<file path="src/rtl/wb_bus_arbiter.sv">
// Two-master (instruction fetch / data) to one-slave Wishbone arbiter.
// Grant is held for the whole bus cycle; a watchdog errors out hung slave accesses.
module wb_bus_arbiter #(
    parameter bit          DATA_PRIORITY  = 1'b1,
    parameter int unsigned TIMEOUT_CYCLES = 255
) (
    input  logic        clk,
    input  logic        rst_n,

    input  logic [31:0] iwb_adr_i,
    output logic [31:0] iwb_dat_o,
    input  logic        iwb_cyc_i,
    input  logic        iwb_stb_i,
    output logic        iwb_ack_o,
    output logic        iwb_err_o,

    input  logic [31:0] dwb_adr_i,
    input  logic [31:0] dwb_dat_i,
    output logic [31:0] dwb_dat_o,
    input  logic        dwb_we_i,
    input  logic [3:0]  dwb_sel_i,
    input  logic        dwb_cyc_i,
    input  logic        dwb_stb_i,
    output logic        dwb_ack_o,
    output logic        dwb_err_o,

    output logic [31:0] mwb_adr_o,
    output logic [31:0] mwb_dat_o,
    input  logic [31:0] mwb_dat_i,
    output logic        mwb_we_o,
    output logic [3:0]  mwb_sel_o,
    output logic        mwb_cyc_o,
    output logic        mwb_stb_o,
    input  logic        mwb_ack_i,
    input  logic        mwb_err_i,

    output logic [1:0]  grant_o,
    output logic        timeout_o
);

    typedef enum logic [1:0] {
        IDLE  = 2'd0,
        GNT_I = 2'd1,
        GNT_D = 2'd2
    } state_e;

    localparam bit              WDOG_EN  = (TIMEOUT_CYCLES != 0);
    localparam int              WDOG_W   = WDOG_EN ? $clog2(TIMEOUT_CYCLES + 1) : 1;
    localparam logic [WDOG_W-1:0] WDOG_MAX = WDOG_W'(TIMEOUT_CYCLES);

    state_e              state_q, state_d;
    logic                last_d_q, last_d_d;   // 1: data port held the bus last
    logic [WDOG_W-1:0]   wdog_q, wdog_d;
    logic                i_req, d_req, expire;

    assign i_req  = iwb_cyc_i & iwb_stb_i;
    assign d_req  = dwb_cyc_i & dwb_stb_i;
    assign expire = WDOG_EN && (state_q != IDLE) && (wdog_q == WDOG_MAX);

    // NOTE: every signal assigned in a combinational block gets a default first,
    // otherwise an unassigned path infers a latch.
    always_comb begin
        state_d  = state_q;
        last_d_d = last_d_q;
        unique case (state_q)
            IDLE: begin
                if (i_req && d_req)
                    state_d = (DATA_PRIORITY || !last_d_q) ? GNT_D : GNT_I;
                else if (d_req)
                    state_d = GNT_D;
                else if (i_req)
                    state_d = GNT_I;
            end
            GNT_I: begin
                if (expire) begin
                    state_d  = IDLE;
                    last_d_d = 1'b0;
                end else if (!iwb_cyc_i) begin
                    last_d_d = 1'b0;
                    state_d  = d_req ? GNT_D : (i_req ? GNT_I : IDLE);
                end
            end
            GNT_D: begin
                if (expire) begin
                    state_d  = IDLE;
                    last_d_d = 1'b1;
                end else if (!dwb_cyc_i) begin
                    last_d_d = 1'b1;
                    state_d  = i_req ? GNT_I : (d_req ? GNT_D : IDLE);
                end
            end
            default: state_d = IDLE;
        endcase
    end

    // Counter restarts on any response or ownership change, so it only measures one stalled beat.
    always_comb begin
        wdog_d = wdog_q;
        if (!WDOG_EN || expire || (state_d != state_q) || mwb_ack_i || mwb_err_i)
            wdog_d = '0;
        else if ((state_q != IDLE) && mwb_stb_o)
            wdog_d = wdog_q + 1'b1;
    end

    always_comb begin
        mwb_adr_o = '0;
        mwb_dat_o = '0;
        mwb_we_o  = 1'b0;
        mwb_sel_o = 4'h0;
        mwb_cyc_o = 1'b0;
        mwb_stb_o = 1'b0;
        iwb_ack_o = 1'b0;
        iwb_err_o = 1'b0;
        dwb_ack_o = 1'b0;
        dwb_err_o = 1'b0;
        grant_o   = 2'b00;
        unique case (state_q)
            GNT_I: begin
                grant_o   = 2'b01;
                mwb_adr_o = iwb_adr_i;
                mwb_sel_o = 4'hF;
                mwb_cyc_o = iwb_cyc_i & ~expire;
                mwb_stb_o = iwb_stb_i & ~expire;
                iwb_err_o = mwb_err_i | expire;
                iwb_ack_o = mwb_ack_i & ~mwb_err_i & ~expire;
            end
            GNT_D: begin
                grant_o   = 2'b10;
                mwb_adr_o = dwb_adr_i;
                mwb_dat_o = dwb_dat_i;
                mwb_we_o  = dwb_we_i;
                mwb_sel_o = dwb_sel_i;
                mwb_cyc_o = dwb_cyc_i & ~expire;
                mwb_stb_o = dwb_stb_i & ~expire;
                dwb_err_o = mwb_err_i | expire;
                dwb_ack_o = mwb_ack_i & ~mwb_err_i & ~expire;
            end
            default: ;
        endcase
    end

    assign iwb_dat_o = mwb_dat_i;
    assign dwb_dat_o = mwb_dat_i;
    assign timeout_o = expire;

    // NOTE: state registers use non-blocking assignments so every flop samples pre-edge values.
    always_ff @(posedge clk or negedge rst_n) begin
        if (!rst_n) begin
            state_q  <= IDLE;
            last_d_q <= 1'b0;
            wdog_q   <= '0;
        end else begin
            state_q  <= state_d;
            last_d_q <= last_d_d;
            wdog_q   <= wdog_d;
        end
    end

endmodule

</file>
<file path="config.mk">
export PLATFORM = sky130hd
export DESIGN_NAME = wb_bus_arbiter
export DESIGN_NICKNAME = d
export VERILOG_FILES = /design/src/rtl/wb_bus_arbiter.sv
export SDC_FILE = /design/constraint.sdc
export NUM_CORES = 1
export LEC_CHECK = 0
export CORE_AREA = 2 2 108 110
export DETAILED_ROUTE_END_ITERATION = 12
export DIE_AREA = 0 0 110 112
export GPL_ROUTABILITY_DRIVEN = 0
export PLACE_DENSITY = 0.67
export SYNTH_ARGS = -nofsm -noshare
export SYNTH_HDL_FRONTEND = slang
export SYNTH_SLANG_ARGS = --single-unit
</file>
<file path="constraint.sdc">
create_clock -name clk -period 2.25 [get_ports clk]
set_input_delay 0.45 -clock clk [delete_from_list [all_inputs] [get_ports clk]]
set_output_delay 0.45 -clock clk [all_outputs]
set_load 0.02 [all_outputs]
</file>
==> impl_metrics.env <==
export IMPL_ys_seq_area_share_pct=11.85
export IMPL_cts_root_buf="clkbuf_16"
export IMPL_finalHoldViolCount=0
export IMPL_setup_viol=0
export IMPL_die_w_um=110
export IMPL_worstSetupStartpoint="state_q[1]$_DFF_PN0_"
export IMPL_relSlewSlack_pct=69.58
export IMPL_final_common_cell="clkdlybuf4s50_1"
export IMPL_crit_type="reg2out"
export IMPL_cp_common_cell="buf_6"
export IMPL_synthFlopType="dfrtp_1"
export IMPL_grt_pass1_vias=2583
export IMPL_timing_rr_start="state_q[1]$_DFF_PN0_"
export IMPL_chipHeight_um=112
export IMPL_fin_util_pct=35.55
export IMPL_synth_seq_cells=10
export IMPL_crit_path_end_kind="output pin"
export IMPL_path_buf_inv=3
export IMPL_clk_insertion_delay_late_ns=0.24
export IMPL_pwr_share_clk_pct=7.8
export IMPL_clk_pin_slew_ns=0.04
export IMPL_post_place_ws_ns=-0.2895
export IMPL_vias=2411
export IMPL_ys_top_cells_by_area="buf_4 23%, dfrtp_1 12%, a22oi_1 12%"
export IMPL_status="finished, final reports clean"
export IMPL_synth_edf_count=0
export IMPL_crit_chain="inv_2, ha_2, nand4b_1, or2_4, buf_6, and3_2, buf_6"
export IMPL_switching_share_pct=47.81
export IMPL_p_int_mw=2.048
export IMPL_wl_per_cell_um=16.01
export IMPL_worst_r2r_cell_count=10
export IMPL_ant_nets=0
export IMPL_worstSetupEndpoint="mwb_stb_o"
export IMPL_cts_sinks=10
export IMPL_postSynthCellCount=277
export IMPL_yosysWarnings=0
export IMPL_cts_tree="yes"
export IMPL_async_flop_share_pct=100.0
export IMPL_pwr_density_cell_mw_per_mm2=987.8
export IMPL_diodes=0
export IMPL_htreeDepth=1
export IMPL_cts_made_buffers=3
export IMPL_worstHoldPathType="in2async"
export IMPL_worstPathRequired_ns=1.80
export IMPL_r2r_slack_ns=0.10
export IMPL_path_depth=7
export IMPL_r2r_end="wdog_q[4]$_DFFE_PN0P_"
export IMPL_max_stage_delay_ns=0.35
export IMPL_tightest_slew_ns=0.4549
export IMPL_crit_family="simple AND/OR/NAND/NOR gates"
export IMPL_drc=0
export IMPL_crit_path_start_kind="flip-flop"
export IMPL_synth_net_count=425
export IMPL_worstPathArrival_ns=1.73
export IMPL_skew_ns=0.001462
export IMPL_leakage_nw=1.687
export IMPL_p_seq_share_pct=5.3
export IMPL_grt_pass1_wl_um=13660
export IMPL_fin_nets=574
export IMPL_clk_path_buf_depth=2
export IMPL_area_growth_pct=88.09
export IMPL_antenna_found_initial=0
export IMPL_drt_iter0_drc=99
export IMPL_synth_top_area_cell="buf_4"
export IMPL_initial_core_util_pct=18.90
export IMPL_rsz0062_at_grt="true"
export IMPL_core_mm2=0.01117
export IMPL_fp_row_count=39
export IMPL_layout_drive_gt1_share_pct=34.43
export IMPL_irDropWorstVdd_mv=0.4838
export IMPL_layout_min_cycle_time_ns=2.182
export IMPL_die_area_mm2=0.01232
export IMPL_track_usage_pct=14.19
export IMPL_cap_violations=0
export IMPL_crit_slowest_cell="dfrtp_1"
export IMPL_finalPower_mw=3.924
export IMPL_combinationalPowerShare_pct=86.8
export IMPL_syn_avg_cell_area_um2=7.625
export IMPL_max_freq_ghz=0.4582
export IMPL_path_max_fanout=3
export IMPL_ys_types=39
export IMPL_drt_pass1_iterations=4
export IMPL_drt_total_wl_um=9076
export IMPL_overflow=0
export IMPL_p_sw_mw=1.876
export IMPL_final_cell_mix="110 x clkdlybuf4s50_1, 34 x and2_1, 34 x buf_4, 29 x a22oi_1, 26 x nor2b_2"
export IMPL_vias_per_cell=4.252
export IMPL_port_buffers=186
export IMPL_setup_ws_ns=0.06762
export IMPL_syn_area_mm2=0.002112
export IMPL_synth_top_area_share_pct=22.75
export IMPL_finalCritPeriodShare_pct=96.99
export IMPL_pin_count=283
export IMPL_final_cells=567
export IMPL_report_final_slew_viol_count=0
export IMPL_place_inst=561
export IMPL_hpwl_um=7454
export IMPL_grt_start_max_net_pins=26
export IMPL_cts_hold_buf=0
-- area by class of cell --
class                           instances  area, µm²
Sequential cell                        10      250.2
Inverter                                5      31.28
Multi-Input combinational cell        181       1418
Timing Repair Buffer                  225       2019
Tap cell                              143      178.9
Clock buffer                            3      75.07
Fill cell                            1154       7202
-- power by group through the flow --
stage | combinational, mW | clock (mW) | sequential, mW
after floorplan | 2.01 | 0 | 0.229
after CTS | 3.45 | 0.309 | 0.207
final | 3.41 | 0.306 | 0.210
after global routing | 3.66 | 0.319 | 0.212
after global placement | 3.44 | 0 | 0.208
after detailed placement | 3.47 | 0 | 0.209
-- synth_stat cells (3+ instances only) --
| master | number |
|---|---|
| buf_4 | 64 |
| nor2b_1 | 38 |
| and2_1 | 34 |
| a22oi_1 | 33 |
| clkbuf_1 | 12 |
| nor3_1 | 11 |
| dfrtp_1 | 10 |
| nand3_1 | 8 |
| nor2_1 | 8 |
| ha_1 | 7 |
| nand2_1 | 6 |
| xnor2_1 | 6 |
| a21oi_1 | 4 |
| inv_1 | 4 |
| buf_1 | 3 |
-- what timing repair did --
item | CTS | global route
setup buffers | 0 | 1
cloned | 2 | 0
resized for setup | 150 | 76
endpoints found under the setup margin | 81 | 54
pin swaps | 1 | 2
-- worst min path at each step --
stage	slack (ns)	start	cells after the start	endpoint
final	0.53	rst_n	1	wdog_q[4]$_DFFE_PN0P_
after global routing	0.59	rst_n	1	wdog_q[4]$_DFFE_PN0P_
after CTS	0.55	rst_n	1	wdog_q[4]$_DFFE_PN0P_
after detailed placement	0.65	wdog_q[6]$_DFFE_PN0P_	3	wdog_q[6]$_DFFE_PN0P_
after global placement	0.63	wdog_q[7]$_DFFE_PN0P_	3	wdog_q[7]$_DFFE_PN0P_
after floorplan	0.15	rst_n	0	state_q[0]$_DFF_PN0_
-- routing by layer --
| metal | up-vias | GRT usage, % | wire (µm) |
|---|---|---|---|
| met2 | 120 | 26.83 | 4902 |
| met4 | 0 | 4.726 | 202 |
| met3 | 18 | 2.283 | 590 |
| met5 | - | 0 | 0 |
| met1 | 1098 | 15.61 | 3381 |
| li1 | 1175 | - | - |
-- registers in the layout, summed over array words and instances, names as in the netlist --
register and flops:
wdog_q 8, state_q 2
-- cell families (layout without fill, tap and decap cells) --
family	after synthesis	after routing	share of synthesized area, %
buf+inv	86	233	27.67
fa+ha+maj	7	7	4.147
simple gates	117	117	33.35
mux	3	3	1.481
xor+xnor	7	7	2.903
compound gates	47	47	18.60
flops	10	10	11.85
-- through the flow --
stage / setup TNS [ns] / hold WS (ns) / instance area (µm²)
finish: 0 / 0.5346 / 3973
floorplan: -0.04849 / 0.1544 / 2177
CTS: -0.01797 / 0.5537 / 4046
detailed placement: -7.660 / 0.6473 / 3965
global route: -0.04392 / 0.5883 / 3973
global placement: -6.260 / 0.6283 / 3965
Power figures use the tool's default switching activity.
